<file path="src/rtl/hqc_msg_serializer.sv">
// Serializes the decrypted HQC message m' into 32-bit little-endian words for the G-function hash core.
// Define HQC_MSG_SERIAL_DOMAIN_SEP_EN to append the domain-separator byte as an extra final word.
module hqc_msg_serializer #(
  parameter string       parameter_set = "hqc128",
  parameter logic [7:0]  DOMAIN_BYTE   = 8'h03,
  localparam int         K_BYTES       = (parameter_set == "hqc256") ? 32 :
                                         (parameter_set == "hqc192") ? 24 : 16,
  localparam int         K             = 8 * K_BYTES,
  localparam int         NWORDS        = K / 32
) (
  input  logic         clk_i,
  input  logic         rst_ni,
  input  logic [K-1:0] msg_i,
  input  logic         msg_valid_i,
  output logic [31:0]  dout_o,
  output logic         dout_valid_o,
  input  logic         dout_ready_i,
  output logic         dout_last_o,
  output logic [2:0]   dout_bytes_o,
  output logic         busy_o,
  output logic         done_o,
  output logic         overrun_o
);

`ifdef HQC_MSG_SERIAL_DOMAIN_SEP_EN
  localparam bit DOMAIN_SEP_EN = 1'b1;
`else
  localparam bit DOMAIN_SEP_EN = 1'b0;
`endif

  localparam int NXFER = DOMAIN_SEP_EN ? NWORDS + 1 : NWORDS;
  localparam int CW    = $clog2(NWORDS + 1);

  localparam logic [CW-1:0] LAST_IDX = CW'(NXFER - 1);
  localparam logic [CW-1:0] LAST_MSG = CW'(NWORDS - 1);

  typedef enum logic [1:0] {
    IDLE,
    SEND,
    DONE
  } state_e;

  state_e         state_q, state_d;
  logic [K-1:0]   msg_q, msg_d;
  logic [CW-1:0]  cnt_q, cnt_d;
  logic [31:0]    dout_q, dout_d;
  logic           valid_q, valid_d;
  logic           last_q, last_d;
  logic [2:0]     bytes_q, bytes_d;
  logic           busy_q, busy_d;
  logic           done_q, done_d;
  logic           overrun_q, overrun_d;
  logic           xfer;

  assign xfer = valid_q & dout_ready_i;

  // Every output is taken straight from a flop; the next-word values are
  // precomputed here so dout_ready_i never reaches an output combinationally.
  always_comb begin
    // NOTE: every signal gets a default before the case so no path leaves one unassigned (no latches).
    state_d   = state_q;
    msg_d     = msg_q;
    cnt_d     = cnt_q;
    dout_d    = dout_q;
    valid_d   = valid_q;
    last_d    = last_q;
    bytes_d   = bytes_q;
    done_d    = 1'b0;
    overrun_d = overrun_q;

    unique case (state_q)
      IDLE: begin
        if (msg_valid_i) begin
          state_d = SEND;
          msg_d   = msg_i;
          cnt_d   = '0;
          dout_d  = msg_i[31:0];
          valid_d = 1'b1;
          last_d  = (NXFER == 1);
          bytes_d = 3'd4;
        end
      end

      SEND: begin
        if (msg_valid_i) overrun_d = 1'b1;
        if (xfer) begin
          cnt_d = cnt_q + CW'(1);
          if (cnt_q == LAST_IDX) begin
            state_d = DONE;
            msg_d   = '0;
            dout_d  = '0;
            valid_d = 1'b0;
            last_d  = 1'b0;
            bytes_d = 3'd0;
            done_d  = 1'b1;
          end else begin
            msg_d = msg_q >> 32;
            if (DOMAIN_SEP_EN && cnt_q == LAST_MSG) begin
              dout_d  = {24'h0, DOMAIN_BYTE};
              bytes_d = 3'd1;
              last_d  = 1'b1;
            end else begin
              dout_d  = msg_q[63:32];
              bytes_d = 3'd4;
              last_d  = (cnt_d == LAST_IDX);
            end
          end
        end
      end

      DONE: begin
        if (msg_valid_i) overrun_d = 1'b1;
        state_d = IDLE;
        msg_d   = '0;
      end

      default: begin
        state_d = IDLE;
        msg_d   = '0;
      end
    endcase

    busy_d = (state_d != IDLE);
  end

  always_ff @(posedge clk_i) begin
    if (!rst_ni) begin
      // NOTE: msg_q holds secret material, so it is cleared by reset as well as after transfer.
      state_q   <= IDLE;
      msg_q     <= '0;
      cnt_q     <= '0;
      dout_q    <= '0;
      valid_q   <= 1'b0;
      last_q    <= 1'b0;
      bytes_q   <= 3'd0;
      busy_q    <= 1'b0;
      done_q    <= 1'b0;
      overrun_q <= 1'b0;
    end else begin
      // NOTE: non-blocking assignments so every flop samples pre-edge values.
      state_q   <= state_d;
      msg_q     <= msg_d;
      cnt_q     <= cnt_d;
      dout_q    <= dout_d;
      valid_q   <= valid_d;
      last_q    <= last_d;
      bytes_q   <= bytes_d;
      busy_q    <= busy_d;
      done_q    <= done_d;
      overrun_q <= overrun_d;
    end
  end

  assign dout_o       = dout_q;
  assign dout_valid_o = valid_q;
  assign dout_last_o  = last_q;
  assign dout_bytes_o = bytes_q;
  assign busy_o       = busy_q;
  assign done_o       = done_q;
  assign overrun_o    = overrun_q;

endmodule

</file>
<file path="config.mk">
export PLATFORM = sky130hd
export DESIGN_NAME = hqc_msg_serializer
export DESIGN_NICKNAME = d
export VERILOG_FILES = /design/src/rtl/hqc_msg_serializer.sv
export SDC_FILE = /design/constraint.sdc
export NUM_CORES = 1
export LEC_CHECK = 0
export CORE_MARGIN = 10
export CORE_UTILIZATION = 25
export CTS_BUF_LIST = sky130_fd_sc_hd__clkbuf_8
export DETAILED_ROUTE_END_ITERATION = 12
export GPL_ROUTABILITY_DRIVEN = 1
export PLACE_DENSITY = 0.53
export SLEW_MARGIN = 20
export SYNTH_ARGS = -nofsm -noshare
export SYNTH_HDL_FRONTEND = slang
export SYNTH_SLANG_ARGS = --single-unit
export TNS_END_PERCENT = 5
</file>
<file path="constraint.sdc">
create_clock -name clk_i -period 3.9 [get_ports clk_i]
set_input_delay 0.585 -clock clk_i [delete_from_list [all_inputs] [get_ports clk_i]]
set_output_delay 0.585 -clock clk_i [all_outputs]
set_load 0.05 [all_outputs]
</file>
-- Word level (Yosys, flattened, before mapping)
Cells that the tools add are included.
- $add $sub $neg: 1
- equality and inequality tests: 7
- multiplexer cells: 28
- bitwise logic cells: 1
- reduce and logical (&&, ||, !) cells: 9
- operator list (operator ; number):
    2-to-1 mux 128 bit ; 2
    case mux 128 bit (2 select lines) ; 1
    2-to-1 mux 32 bit ; 3
    2-to-1 mux 96 bit ; 1
    case mux 32 bit (2 select lines) ; 1
    2-to-1 mux 3 bit ; 5
    case mux 3 bit (2 select lines) ; 2
    2-to-1 mux 1 bit ; 7
    == test 3 x 2 -> 1 bit (second input constant) ; 2
    2-to-1 mux 2 bit ; 3
    inequality test 2 bit (second input constant) ; 3
    AND reduction 3 bit ; 2
    case mux 1 bit (2 select lines) ; 2
    case mux 2 bit (2 select lines) ; 1
    AND reduction 2 bit ; 2
    AND reduction 4 bit ; 1
    nonzero test 2 bit ; 2
    adder 3 x 1 -> 3 bit (second input constant) ; 1
    == test 2 x 1 -> 1 bit (second input constant) ; 1
    == test 2 bit (second input constant) ; 1
    logical NOT 2 bit ; 1
    OR reduction 2 bit ; 1
    AND 1 bit ; 1
- register bits after elaboration: 173
- input bits: 132
- output and inout port bits: 40
- logic and storage cells: 56

-- Longest topological paths before layout
- word-level depth: 5
- depth in mapped cells: 8

-- Worst setup path before layout
No wires, ideal clock.
- path kind: register to register
- start point: register valid_q, in the netlist dout_valid_o
- end point: register msg_q[60]
- arrival time: 1468 ps
- data required time: 3754 ps
- setup slack: 2286 ps
- stages on the path, launching flop included: 5
- clock period less this slack: 1614 ps
- cell sequence: dfxtp_1 -> a21boi_4 -> nor2_4 -> buf_4 -> a211oi_2
- word-level cells in the longest chain between the ends: 3
- RTL lines (what ; line ; text):
    start: declaration ; 47 ; logic valid_q, valid_d;
    start signal: assignment ; 145 ; valid_q <= valid_d;
    AND 1 bit ; 55 ; assign xfer = valid_q & dout_ready_i;
    inequality test 2 bit (no source line) ; - ;
    AND reduction 2 bit (no source line) ; - ;
    end signal: assignment ; 142 ; msg_q <= msg_d;
    end: declaration ; 44 ; logic [K-1:0] msg_q, msg_d;
No other way between the ends.
A chain may end at the register's enable or synchronous reset.

-- Final worst setup path
- start point: register state_q[1]
- end point: register dout_q[5], in the netlist dout_o[5]
- word-level cells in the longest chain between the ends: 3
- RTL lines (what ; line ; text):
    start: declaration ; 43 ; state_e state_q, state_d;
    start signal: assignment ; 141 ; state_q <= state_d;
    == test 2 x 1 -> 1 bit / logical NOT 2 bit (equally long branches) ; 71 ; unique case (state_q)
    inequality test 2 bit (no source line) / nonzero test 2 bit (equally long branches) ; - ;
    AND reduction 3 bit (no source line) ; - ;
    end signal: assignment ; 144 ; dout_q <= dout_d;
    end: declaration ; 46 ; logic [31:0] dout_q, dout_d;
Several ways; a longest one is shown, not always the timed one.

==> impl_metrics.py <==
metrics = {
    "logic_synthesis": {
        "synth_cell_types": 45,
        "ys_top_cells_by_count": "dfxtp_1, a21oi_1, a211oi_2, a22oi_2, o21ai_0",
        "synth-async-reset-ratio": 0,
        "ys.flop_type": "dfxtp_1",
        "yosys_warnings": 0,
        "synth_cells": 696,
        "synth.area.top_cells": "dfxtp_1, a211oi_2, a21oi_1",
        "synth_seq_cells": 139,
        "syn_area_per_cell_um2": 10.3,
        "seq_area_frac_synth": 0.386,
        "yosysTopAreaCellShare": 0.386,
        "synth_edf_count": 0,
        "syn_area_um2": 7200,
        "yosysMostFrequentCell": "dfxtp_1",
        "yosys.area.top_type": "dfxtp_1",
    },
    "grt": {
        "grt-ovfl-total": 0,
        "grt_pass1_vias": 6068,
        "grt_util_met2": 0.188,
        "grt_max_degree": 78,
        "top_usage_layer": "met2",
        "grt.total_usage": 0.129,
        "met1_usage": 0.174,
        "use_met3": 0.0456,
        "grt_pass1_wl_mm": 36.6,
        "antenna_found_initial": 6,
    },
    "clock_network": {
        "cts_max_path_buffers": 2,
        "cts-resized-gates": 0,
        "cts_tree": "done",
        "cts.sinks": 139,
        "postCtsSetupRepairBufs": 0,
        "cts_buffers": 17,
        "insertion_delay_ns": 0.45,
        "postCtsHoldBufs": 0,
        "clockRootBuffer": "clkbuf_8",
        "clk_pin_slew_ns": 0.08,
        "h-tree-depth": 4,
    },
    "routing": {
        "wire_per_inst_um": 19.5,
        "drt-initial-drc-count": 236,
        "ant_nets": 0,
        "wl_mm": 23.6,
        "route.detailed.drc": 0,
        "vias": 5838,
        "vias_per_cell": 4.82,
        "firstDrtPassIters": 4,
    },
    "timing": {
        "post-route-period-util": 0.707,
        "slew_headroom": 0.305,
        "max_freq_ghz": 0.362,
        "worst_slew_pin_slew_ns": 1.04,
        "skew_ns": 0.0130,
        "finalCriticalPeriod_ns": 2.76,
        "tns_ns": 0,
        "grt_setup_unrepaired": "no",
        "finalHoldViolCount": 0,
        "maxSlewViolCount": 0,
        "finalSetupViolCount": 0,
    },
    "setup_path": {
        "r2r_end": "dout_o[5]$_SDFFE_PN0P_",
        "start_kind": "flip-flop",
        "cp_data_required_time_ns": 4.19,
        "reg2reg_setup_slack_ns": 1.14,
        "end_kind": "flip-flop",
        "crit_type": "flip-flop to flip-flop",
        "reg2reg_from": "state_q[1]$_SDFF_PN0_",
        "worst_r2r_path_depth": 6,
        "crit_fanout": 51,
        "cp.arrival_ns": 3.05,
    },
    "floorplan": {
        "die_x_um": 190,
        "rows": 62,
        "die_area_um2": 36000,
        "fp.dieH_um": 190,
        "start_util": 0.252,
        "core_area_um2": 28500,
        "ioPinCount": 172,
    },
    "cells_and_area": {
        "n_fill_cell": 2998,
        "area_growth_pct": 30.2,
        "multiInputGateArea_um2": 3850,
        "drive_above_1_share": 0.252,
        "fin_area_um2": 9380,
        "fin_nets": 947,
        "fin_util": 0.328,
        "seq_area_um2": 2780,
    },
    "hold_path": {
        "whs_path_depth": 1,
        "hold_end": "dout_bytes_o[2]$_SDFFE_PN0P_",
        "hp-class": "flip-flop to flip-flop",
        "worstHoldStart": "dout_bytes_o[2]$_SDFFE_PN0P_",
    },
    "placed_design": {
        "routabilityCongestion": 0.748,
        "dpl_cell_area_um2": 8980,
        "hpwl_mm": 16.1,
        "port_buffers": 169,
    },
    "power_and_ir_drop": {
        "p_leak_nw": 2.95,
        "ir_worst_vdd_mv": 0.238,
        "p_per_area_nw_per_um2": 436,
        "finalPower_w": 0.00409,
    },
    "job": {
        "cap_viol_max_count": 0,
    },
    "status": {
        "status": "complete, no violations",
    },
}
power breakdown:
group | internal (W) | switching [W] | total, W
clock | 0.000594 | 0.000582 | 0.00118
sequential | 0.00158 | 0.000101 | 0.00168
combinational | 0.000506 | 0.000728 | 0.00123
metal layers:
layer | up-vias | routed length [um]
met2 | 129 | 10200
met3 | 19 | 1650
met4 | 2 | 264
met1 | 2790 | 11400
met5 | - | 12
li1 | 2898 | -
cell usage in the layout, fill, tap and decap left out, types with 2 or more instances in the layout:
cell type | Yosys | layout
dfxtp_1 | 139 | 139
clkbuf_8 | 0 | 19
a311oi_1 | 3 | 3
diode_2 | 0 | 4
bufinv_16 | 0 | 2
a211oi_1 | 5 | 5
ha_1 | 5 | 3
inv_1 | 4 | 6
and2_1 | 2 | 2
nand4_1 | 33 | 33
inv_6 | 0 | 2
clkinvlp_4 | 0 | 4
nand3_1 | 2 | 2
a21oi_2 | 10 | 10
nand2_1 | 3 | 3
nor2_1 | 2 | 2
a22oi_1 | 14 | 14
nand3b_1 | 34 | 34
buf_4 | 26 | 12
clkdlybuf4s50_1 | 0 | 169
conb_1 | 1 | 2
a22oi_2 | 50 | 50
o21ai_0 | 35 | 35
a311oi_2 | 29 | 29
nand2b_1 | 33 | 32
a21oi_1 | 125 | 125
clkinv_2 | 0 | 4
buf_12 | 0 | 3
a211oi_2 | 60 | 60
critical path, cell delays in order, from the launching register on:
cell      delay [ns]
dfxtp_1         0.32
inv_1           0.11
ha_2            0.80
buf_4           0.41
mux2i_4         0.15
nor2_8          0.59
a311oi_2        0.19
area by class of cell:
cell class                 instances  area share
multi-input combinational        463       0.411
sequential                       139       0.297
timing repair buffer             184       0.196
tap                              384      0.0512
clock buffer                      19      0.0279
clock inverter                    13      0.0135
inverter                           5     0.00254
antenna                            4     0.00107
cells by family (layout without fill, tap and decap cells):
kind of cell,count (synthesis),count (layout),share of synthesized area
other,1,6,0.000521
DFF,139,139,0.386
AOI/OAI and AO/OA,339,339,0.410
and+or+nand+nor,115,115,0.107
adders and majority gates,5,5,0.00869
buffers and inverters,95,221,0.0827
muxes,2,2,0.00521
metrics by stage:
step / cells / hold WS (ns) / worst slack [ns]
3_3_place_gp: 1175 / 0.456 / 1.05
4_1_cts: 1207 / 0.484 / 1.07
2_1_floorplan: 697 / 0.454 / 2.29
5_1_grt: 1209 / 0.499 / 0.907
6_report: 1211 / 0.479 / 1.14
3_5_place_dp: 1175 / 0.466 / 1.09
worst max-delay path by stage:
stage / depth (start not counted) / to / from
after global placement: 6 / dout_o[5]$_SDFFE_PN0P_ / state_q[1]$_SDFF_PN0_
after detailed placement: 6 / dout_o[5]$_SDFFE_PN0P_ / state_q[1]$_SDFF_PN0_
final: 6 / dout_o[5]$_SDFFE_PN0P_ / state_q[1]$_SDFF_PN0_
after CTS: 6 / dout_o[5]$_SDFFE_PN0P_ / state_q[1]$_SDFF_PN0_
after global routing: 6 / dout_o[1]$_SDFFE_PN0P_ / state_q[1]$_SDFF_PN0_
after floorplan: 4 / msg_q[60]$_SDFFE_PN0P_ / dout_valid_o$_SDFFE_PN0P_
registers in the layout, summed over array words and instances, names as in the netlist:
register      cells
dout_o           32
dout_last_o       1
cnt_q             3
state_q           2
done_o            1
dout_bytes_o      1
msg_q            96
dout_valid_o      1
overrun_o         1
busy_o            1
(Power assumes the default switching activity.)
==> RTL edit 1: new RTL, config.mk and constraints unchanged <==
The localparam `DOMAIN_SEP_EN` goes from 1'b0 to 1'b1.
--- a/src/rtl/hqc_msg_serializer.sv
+++ b/src/rtl/hqc_msg_serializer.sv
@@ -26,5 +26,5 @@
   localparam bit DOMAIN_SEP_EN = 1'b1;
 `else
-  localparam bit DOMAIN_SEP_EN = 1'b0;
+  localparam bit DOMAIN_SEP_EN = 1'b1;
 `endif
 
Function: changed (Yosys sat finds a counterexample within 10 cycles, from zero or initial values and one cycle with rst_ni low).
==> RTL edit 1 against the unedited design <==
- setup slack improved by 0.046 ns
- cell area decreased by 12%
- sequential cell count up 1
- total power shrank 7.4%
- wire length decreased by 15%
- first-iteration DRC count increased by 71%
- via count down 6.7%
- worst hold slack worse by 0.026 ns
- synthesized area decreased by 18%
- largest cell class unchanged
- largest power group unchanged
==> RTL edit 1: results (changes against the unedited design) <==
[outcome]
outcome=finished, final reports clean  ; unchanged

[drt]
firstDrtPassIters=5  ; was 4
wl_met3_um=1240  ; was 1650 um
wl_met1_um=9960  ; was 11,400 um
routed.top_layer=met4  ; was met5
viasPerCell=4.74  ; was 4.82
wl_per_cell_um=17.5  ; was 19.5 um

[global_routing]
use_met3_pct=4.07  ; was 4.56%
grt_pass1_vias=5301  ; was 6,068
grtUsageTotal_pct=12.9  ; about the same
grtUsageMet1_pct=18.2  ; was 17.4%

[place]
routabilityCongestion=0.730  ; was 0.748
place_area_mm2=0.00786  ; was 0.00898 mm2
dp_hpwl_um=13600  ; was 16,100 um
placed_cells=1116  ; was 1,175
port_buffers=170  ; was 169
pre_cts_slack_ns=1.13  ; was 1.09 ns

[power_and_ir_drop]
vdd_ir_drop_max_mv=0.201  ; was 0.238 mV
power_frac_clock_pct=31.2  ; was 28.8%
p_leak_nw=2.99  ; was 2.95 nW
p_sw_share_pct=32.7  ; was 34.5%
comb_power_uw=917  ; was 1.23 mW

[synthesis]
synthAdderAreaFrac_pct=1.27  ; was 0.869%
ys_seq_area_share_pct=47.2  ; was 38.6%
synth_common_cells=dfxtp_1 (140), o21ai_0 (102), nor2_1 (68), a21oi_1 (63), a221oi_1 (54)  ; was dfxtp_1 (139), a21oi_1 (125), a211oi_2 (60), a22oi_2 (50), o21ai_0 (35)
synth_mux_area_share_pct=0.169  ; was 0.521%
syn_inst=687  ; was 696
synth_compound_area_share_pct=31.4  ; was 41.0%

[sta]
slew_headroom_pct=45.5  ; was 30.5%
skew_ns=0.0139  ; was 0.0130 ns

[cells_and_area]
nFillCells=2489  ; was 2,998
drive_gt1_share_pct=7.47  ; was 25.2%
final_nets=955  ; was 947
instances_no_fill=1150  ; was 1,211

[worst_setup_path]
critPathTopFamily=buffers and inverters  ; was adder cells
cpMaxStageDelayCell=or2_4  ; was ha_2
worstPathArrival_ns=3.09  ; was 3.05 ns
cp_slowest_stage_delay_ns=0.60  ; was 0.80 ns

[worst_hold_path]
hp-start=msg_q[97]$_SDFFE_PN0P_  ; was dout_bytes_o[2]$_SDFFE_PN0P_

==> RTL edit 1: changes by cell type after synthesis, sizes merged, moves of 40 or more <==
cell,delta
a21oi,-72
o21ai,+67
a211oi,-65
nor2,+65
a221oi,+64
a22oi,-64
a21boi,+40
==> RTL edit 1: cell type report <==
class,instances,share of cell area [%]
Timing Repair Buffer,181,22.2
Tap cell,319,4.82
Clock inverter,14,1.72
Inverter,6,0.272
Clock buffer,18,2.99
Multi-Input combinational cell,471,34.1
Sequential cell,140,33.9
Antenna cell,1,0.0302
==> RTL edit 1: path summary, 6_finish.rpt <==
kind              cells after the start                     end  slack, ns
setup / recovery                      8  msg_q[84]$_SDFFE_PN0P_       1.19
hold / removal                        2  msg_q[97]$_SDFFE_PN0P_       0.45
setup reg to reg                      8  msg_q[84]$_SDFFE_PN0P_       1.19
hold reg to reg                       2  msg_q[97]$_SDFFE_PN0P_       0.45
==> RTL edit 2: new RTL, same settings <==
Without the edit above. `dout_q` no longer has a reset.
--- a/src/rtl/hqc_msg_serializer.sv
+++ b/src/rtl/hqc_msg_serializer.sv
@@ -130,5 +130,4 @@
       msg_q     <= '0;
       cnt_q     <= '0;
-      dout_q    <= '0;
       valid_q   <= 1'b0;
       last_q    <= 1'b0;
@@ -142,5 +141,4 @@
       msg_q     <= msg_d;
       cnt_q     <= cnt_d;
-      dout_q    <= dout_d;
       valid_q   <= valid_d;
       last_q    <= last_d;
@@ -150,4 +148,8 @@
       overrun_q <= overrun_d;
     end
+  end
+
+  always_ff @(posedge clk_i) begin
+    dout_q <= dout_d;
   end
 
Function: changed (a bounded check fails within 4 cycles, from zero or initial values and one cycle with rst_ni low).
==> RTL edit 2 against the unedited design <==
- first-iteration DRC count grew 36%
- global-route usage shrank 0.63 points
- cell area shrank 9.3%
- wire length shrank 17%
- critical endpoint is now msg_q[103]$_SDFFE_PN0P_
- sequential cell count is the same
- worst hold slack lost 0.018 ns
- synthesized area shrank 13%
- final cell count shrank 8.8%
- setup slack gained 0.33 ns
- total power shrank 3.5%
==> RTL edit 2: results (changes against the unedited design) <==
[synthesis]
synth_top_cells_by_area=dfxtp_1 (34%), edfxtp_1 (15%), a22oi_1 (7.7%)  ; was dfxtp_1 (39%), a211oi_2 (10%), a21oi_1 (8.7%)
ys_types=35  ; was 45
yosysWarnings=0  ; unchanged
synthArstFlopShare_pct=0  ; unchanged
synth_common_cells=dfxtp_1 (107), a21oi_1 (68), a22oi_1 (64), a211oi_1 (50), nand2_1 (39)  ; was dfxtp_1 (139), a21oi_1 (125), a211oi_2 (60), a22oi_2 (50), o21ai_0 (35)
synth_edf_count=32  ; was 0
ys_seq_area_share_pct=49.8  ; was 38.6%

[global_routing]
grt_start_max_net_pins=102  ; was 78
grtUsageTotal_pct=12.2  ; was 12.9%
grt_pass1_wl_um=30300  ; was 36,600 um
grt_pass1_vias=5314  ; was 6,068
antenna_found_initial=1  ; was 6

[clock_tree]
cts_root_buf=clkbuf_8  ; unchanged
htreeDepth=4  ; unchanged
path_clk_slew_ns=0.08  ; about the same
numCtsBuffers=17  ; unchanged
clockBufferDepth=2  ; unchanged
postCtsResizedCells=0  ; unchanged
cts_setup_buffers=0  ; unchanged

[cells_and_area]
nFillCells=2513  ; was 2,998
top_register=msg_q  ; unchanged
drive_gt1_share_pct=8.33  ; was 25.2%
final_nets=905  ; was 947

[worst_setup_path]
critPathTopFamily=buffers and inverters  ; was adder cells
critPathLaunch=dout_ready_i  ; was state_q[1]$_SDFF_PN0_
cpMaxStageDelayCell=and2_4  ; was ha_2
rr_worst_depth=5  ; was 6
worstPathArrival_ns=2.80  ; was 3.05 ns
crit_fanout=52  ; was 51
cp_slowest_stage_delay_ns=0.54  ; was 0.80 ns
r2r_start=state_q[0]$_SDFF_PN0_  ; was state_q[1]$_SDFF_PN0_

[sta]
slew_headroom_pct=30.0  ; was 30.5%
skew_ns=0.0113  ; was 0.0130 ns

[place]
routabilityCongestion=0.764  ; was 0.748
port_buffers=169  ; unchanged
dp_hpwl_um=13500  ; was 16,100 um

[drt]
wl_met1_um=9620  ; was 11,400 um
drt_iter0_markers=320  ; was 236
viasPerCell=4.55  ; was 4.82
wl_met2_um=8720  ; was 10,200 um
routed.top_layer=met4  ; was met5
firstDrtPassIters=6  ; was 4
wl_met3_um=1110  ; was 1650 um
wl_per_cell_um=17.7  ; was 19.5 um

[power_and_ir_drop]
p_int_mw=2.71  ; was 2.68 mW
p_leak_nw=3.09  ; was 2.95 nW
vdd_ir_drop_max_mv=0.172  ; was 0.238 mV

[worst_hold_path]
hp-class=flip-flop to flip-flop  ; unchanged
hp-start=msg_q[104]$_SDFFE_PN0P_  ; was dout_bytes_o[2]$_SDFFE_PN0P_
hold_depth=2  ; was 1

[outcome]
outcome=finished, final reports clean  ; unchanged

## RTL edit 2: cell families after synthesis
family / share of synthesized area, %
buffers and inverters: 8.01
muxes: 5.30
DFF: 49.8
adders and majority gates: 1.00
other: 0.0602
and+or+nand+nor: 9.94
AOI/OAI and AO/OA: 25.9
## RTL edit 2: worst reg2reg max path, delay by kind of cell (launching register included)
family                     cells  cell delay [ns]
adders and majority gates      1             0.14
AOI/OAI and AO/OA              1             0.25
DFF                            1             0.34
buffers and inverters          3             1.28
## RTL edit 2: final timing paths
path	endpoint	slack, ns
max	msg_q[103]$_SDFFE_PN0P_	1.47
min reg2reg	msg_q[104]$_SDFFE_PN0P_	0.46
min	msg_q[104]$_SDFFE_PN0P_	0.46
max reg2reg	dout_o[2]$_DFFE_PP_	1.50
## RTL edit 2: cell type report
class                           instances  area, um2  area share (%)
Tap cell                              324        405            4.77
Clock buffer                           18        248            2.91
Multi-Input combinational cell        393       2660            31.3
Sequential cell                       139       3100            36.5
Timing Repair Buffer                  180       1790            21.1
Inverter                               37        140            1.65
Antenna cell                            1       2.50          0.0294
Clock inverter                         13        150            1.77
## RTL edit 2: layer usage
layer | GRT usage [%] | vias to the layer above
li1 | - | 2616
met1 | 16.9 | 2276
met2 | 18.2 | 126
met3 | 3.25 | 6
met4 | 3.51 | 0
met5 | 0 | -
## RTL edit 2: power groups by stage
stage,Sequential [mW],Clock [mW],Combinational [mW]
4_1_cts,1.75,1.26,0.995
5_1_grt,1.77,1.30,1.07
3_5_place_dp,1.79,0,0.994
6_report,1.75,1.21,0.983
2_1_floorplan,1.95,0,0.472
3_3_place_gp,1.79,0,0.987
## RTL edit 2: stage by stage
step | cells | instance area [um2] | worst slack, ns
finish | 1105 | 8500 | 1.47
global placement | 1073 | 8100 | 1.10
CTS | 1104 | 8500 | 1.46
floorplan | 641 | 6240 | 1.73
detailed placement | 1073 | 8100 | 1.04
global route | 1105 | 8500 | 1.31
